[src/rtl/mem_port_arbiter.sv]
// Arbiter sharing one memory port between instruction fetch and data load/store.
// Reads take LAT cycles and return data with a one-cycle valid pulse; writes complete in one cycle.
module mem_port_arbiter #(
   parameter int ADDR_W = 64,
   parameter int DATA_W = 64,
   parameter int LAT    = 2
) (
   input  logic              clk,
   input  logic              reset,
   input  logic              if_req,
   input  logic [ADDR_W-1:0] if_addr,
   output logic              if_gnt,
   output logic              if_valid,
   output logic [DATA_W-1:0] if_rdata,
   input  logic              d_req,
   input  logic              d_we,
   input  logic [ADDR_W-1:0] d_addr,
   input  logic [DATA_W-1:0] d_wdata,
   output logic              d_gnt,
   output logic              d_valid,
   output logic [DATA_W-1:0] d_rdata,
   output logic [ADDR_W-1:0] mem_addr,
   output logic [DATA_W-1:0] mem_wdata,
   output logic              mem_wr,
   input  logic [DATA_W-1:0] mem_rdata,
   output logic              busy
);

   typedef enum logic [1:0] {
      IDLE = 2'd0,
      RD   = 2'd1,
      WR   = 2'd2,
      DONE = 2'd3
   } state_t;

   localparam logic [3:0] LAT_C = 4'(LAT);

   state_t            state_r;
   state_t            next_s;
   logic [3:0]        cnt_r;
   logic              last_d_r;
   logic              owner_d_r;
   logic              if_gnt_s;
   logic              d_gnt_s;
   logic [ADDR_W-1:0] mem_addr_r;
   logic [DATA_W-1:0] mem_wdata_r;
   logic [DATA_W-1:0] if_rdata_r;
   logic [DATA_W-1:0] d_rdata_r;

   // Next-state decode and IDLE arbitration; a tie goes to whoever was not served last.
   always_comb begin
      next_s   = state_r;
      if_gnt_s = 1'b0;
      d_gnt_s  = 1'b0;
      case (state_r)
         IDLE: begin
            if (d_req && (!if_req || !last_d_r)) begin
               d_gnt_s = 1'b1;
               next_s  = d_we ? WR : RD;
            end else if (if_req) begin
               if_gnt_s = 1'b1;
               next_s   = RD;
            end else begin
               next_s = IDLE;
            end
         end
         RD: begin
            if (cnt_r == 4'd1) begin
               next_s = DONE;
            end else begin
               next_s = RD;
            end
         end
         WR:      next_s = IDLE;
         DONE:    next_s = IDLE;
         default: next_s = IDLE;
      endcase
   end

   // State register.
   always_ff @(posedge clk or posedge reset) begin
      if (reset) begin
         state_r <= IDLE;
      end else begin
         state_r <= next_s;
      end
   end

   // Grant-time capture of the request, read countdown and read-data capture.
   always_ff @(posedge clk or posedge reset) begin
      if (reset) begin
         cnt_r       <= 4'd0;
         last_d_r    <= 1'b0;
         owner_d_r   <= 1'b0;
         mem_addr_r  <= {ADDR_W{1'b0}};
         mem_wdata_r <= {DATA_W{1'b0}};
         if_rdata_r  <= {DATA_W{1'b0}};
         d_rdata_r   <= {DATA_W{1'b0}};
      end else if (d_gnt_s || if_gnt_s) begin
         owner_d_r  <= d_gnt_s;
         last_d_r   <= d_gnt_s;
         mem_addr_r <= d_gnt_s ? d_addr : if_addr;
         cnt_r      <= LAT_C;
         if (d_gnt_s) begin
            mem_wdata_r <= d_wdata;
         end
      end else if (state_r == RD) begin
         cnt_r <= cnt_r - 4'd1;
         // Memory data is valid in the last RD cycle; only the owner's register is updated.
         if (cnt_r == 4'd1) begin
            if (owner_d_r) begin
               d_rdata_r <= mem_rdata;
            end else begin
               if_rdata_r <= mem_rdata;
            end
         end
      end
   end

   assign if_gnt    = if_gnt_s & ~reset;
   assign d_gnt     = d_gnt_s & ~reset;
   assign if_valid  = (state_r == DONE) && !owner_d_r;
   assign d_valid   = ((state_r == DONE) && owner_d_r) || (state_r == WR);
   assign mem_wr    = (state_r == WR);
   assign busy      = (state_r != IDLE);
   assign mem_addr  = mem_addr_r;
   assign mem_wdata = mem_wdata_r;
   assign if_rdata  = if_rdata_r;
   assign d_rdata   = d_rdata_r;

endmodule

[config.mk]
export PLATFORM = sky130hd
export DESIGN_NAME = mem_port_arbiter
export DESIGN_NICKNAME = d
export VERILOG_FILES = /design/src/rtl/mem_port_arbiter.sv
export SDC_FILE = /design/constraint.sdc
export NUM_CORES = 1
export LEC_CHECK = 0
export BUFFER_PORTS_ARGS = -buffer_cell sky130_fd_sc_hd__buf_2
export CAP_MARGIN = 20
export CELL_PAD_IN_SITES_DETAIL_PLACEMENT = 1
export CELL_PAD_IN_SITES_GLOBAL_PLACEMENT = 2
export CORE_MARGIN = 1
export CORE_UTILIZATION = 25
export CTS_CLUSTER_DIAMETER = 60
export DETAILED_ROUTE_END_ITERATION = 16
export GPL_TIMING_DRIVEN = 0
export PLACE_DENSITY_LB_ADDON = 0.1
export SLEW_MARGIN = 20
export SYNTH_ARGS = -nofsm -noshare
export SYNTH_HDL_FRONTEND = slang
export SYNTH_SLANG_ARGS = --single-unit
[constraint.sdc]
create_clock -name clk -period 30.2 [get_ports clk]
set_input_delay 9.06 -clock clk [delete_from_list [all_inputs] [get_ports clk]]
set_output_delay 9.06 -clock clk [all_outputs]
set_load 0.05 [all_outputs]
==> summary.md <==
| Metric | Value |
|---|---|
| Run status | finished clean |
| Longest Clk Path Bufs | 3 |
| Via count | 8109 |
| Library cells used by synthesis | 30 |
| DRC Markers | 0 |
| # H-tree levels | 2 |
| Clock Skew | ~0.011 ns |
| Total grt overflow | 0 |
| Die Span X | 212 µm |
| Max_slew headroom | 50.7% |
| Worst reg2reg path startpoint | state_r[0]$_DFF_PP0_ |
| Io pins | 523 |
| Hold Slack | 0.497 ns |
| Initial core utilization | 25.4% |
| Gpl congestion | 0.758 |
| Share of layout cells above drive strength 1 | around 63% |
| Vias in the first global route | 8951 |
| Post-DP HPWL | 29.6 mm |
| Hold Startpoint | mem_wdata[3]$_DFFE_PP0P_ |
| CP startpoint kind | input pin |
| Minimum clock period | approximately 19 ns |
| Data arrival, critical path | 9.80 ns |
| Initial antenna violation count | 13 |
| # resized after CTS | 0 |
| Post-CTS Setup Inserts | 0 |
| Reg2reg path depth | 5 |
| Worst-margin pin slew | 0.740 ns |
| Port bufs | 522 |
| Sequential share of the synthesized area | approximately three fifths |
| RSZ-0062 raised after global routing | no |
| Syn Inst Count | 672 |
| Row Count | 76 |
| Detailed-route wire length per cell | 21.2 µm |
| Final Hold Vio Count | 0 |
| Max-Cap Viols | 0 |
| Number of fill cells | between 4000 and 5000 |
| Max Freq | 0.0530 GHz |
| Root buffer cell | clkbuf_16 |
| Seq cells post-synth | around 260 |
| Total CTS buffers | 36 |
| Layout area overhead | 42.0% |
| Setup TNS | 0 ns |
| R2R Path End | mem_wdata[7]$_DFFE_PP0P_ |
| Synthesized area | about 11000 µm² |
| Core ar. | 43200 µm² |
| DRT Pass-1 Iters | 4 |
| Class of the worst hold path | flop to flop |
| R2R Setup Slk | approximately 28 ns |
| Drt total wl | 39.2 mm |
| Largest net degree at the start of global routing | 94 |
| Fin crit share | 62.5% |
| Mean post-synth cell area | about 16 µm² |
| CP Class | input pin to primary output |
| Die area | 44700 µm² |
| Worst-path clk slew | 0.05 ns |
| Synthesized Nets | between 900 and 1000 |
| First-pass GRT wire length | 57.8 mm |
| Vias per cell | 4.39 |
| Max-slew violations | 0 |
| Crit-path max FO | 4 |
| Worst Path Required | 21.14 ns |
| Initial DRC Count | about 270 |
| CTS tree | yes |
| Crit. End Element | primary output |
| Hold Path Depth | 1 |
| Final ANT Viol Nets | 0 |
| Later-pin clock latency in the skew report | 0.54 ns |
| Die Y | 212 µm |
| Hold Crit Endpoint | mem_wdata[3]$_DFFE_PP0P_ |
| Total GRT Usage | 17.3% |
| Fin nets | 1497 |
| YS warnings | 0 |
| Finish-stage setup viols | 0 |
| Commonest non-fill, non-tap cell in the layout | buf_2 |
| Hold_buf cts | 0 |
| Most frequent cells in the layout | buf_2 (529), dfrtp_1 (263), mux2_4 (120), mux2_2 (72) |
| CTS Sinks | 263 |
## state kept, by name, summed over array words and instances (netlist names)
signal,flops
cnt_r,4
d_rdata,64
if_rdata,64
mem_addr,64
mem_wdata,64
owner_d_r,1
state_r,2
## synth_stat cells, drive strengths merged
library cell | count | area [µm²]
o211ai | 1 | 7.51
nand3b | 1 | 7.51
mux2i | 1 | 10.0
xnor2 | 1 | 8.76
and2b | 1 | 7.51
a21boi | 1 | 7.51
nor2 | 8 | 30.0
and3 | 3 | 20.0
mux2 | 192 | 2610
a211o | 1 | 8.76
buf | 28 | 332
clkbuf | 22 | 82.6
nand2 | 1 | 3.75
inv | 6 | 22.5
o21a | 64 | 480
nor4 | 1 | 6.26
nand2b | 3 | 18.8
o21ai | 2 | 10.0
dfrtp | 263 | 6580
xor2 | 1 | 8.76
a221o | 64 | 641
o32ai | 1 | 8.76
ha | 2 | 25.0
or4 | 2 | 22.5
nand3 | 2 | 10.0
## stage by stage
stage	setup WS [ns]	cell area (µm²)	utilization, %	instances
floorplan	11.25	11000	-	672
global placement	9.51	14300	33.2	1779
detailed placement	11.32	14400	33.3	1781
CTS	11.32	15600	36.1	1844
global route	11.28	15600	36.1	1846
finish	11.34	15600	36.1	1847
## cells by family after synthesis
group | Yosys count | synth area share, %
simple gates | 22 | 1.15
buf+inv | 56 | 3.98
mux | 193 | 23.9
flops | 263 | 60.0
fa+ha+maj | 2 | 0.228
xor+xnor | 2 | 0.160
compound gates | 134 | 10.6
## worst max path at each step
stage	end	slack, ns	start
after floorplan	d_gnt	11.25	if_req
after global placement	mem_wdata[53]$_DFFE_PP0P_	9.51	reset
after detailed placement	d_gnt	11.32	if_req
after CTS	d_gnt	11.32	if_req
after global routing	if_gnt	11.28	d_req
final	d_gnt	11.34	if_req
## final cells by class
type / instances / area (µm²) / area share, %
flip-flops and latches: 263 / 6580 / 42.2
multi-input cells: 353 / 3960 / 25.4
repair buffers: 524 / 2670 / 17.1
clock buffers: 48 / 1020 / 6.53
well taps: 585 / 732 / 4.70
plain buffers: 50 / 414 / 2.66
clock inverters: 15 / 173 / 1.11
inverters: 6 / 30.0 / 0.193
diodes: 3 / 7.51 / 0.0482
## routing by layer
| layer | GRT usage (%) | vias up | part of all wire [%] |
|---|---|---|---|
| li1 | - | 3632 | - |
| met1 | 19.6 | 4057 | 39 |
| met2 | 28.3 | 321 | 48 |
| met3 | 8.28 | 79 | 10 |
| met4 | 6.22 | 20 | 2.9 |
| met5 | 0 | - | 0.35 |
## worst max-delay path, stage by stage
cell and delay (ns):
buf_2 0.12, nand2_1 0.07, nand3_1 0.14, nor2_1 0.11
buf_2 0.29
Power is left out: the tool's default activity adds up to more than one toggle a clock period on the data nets, which glitch-free logic cannot reach.
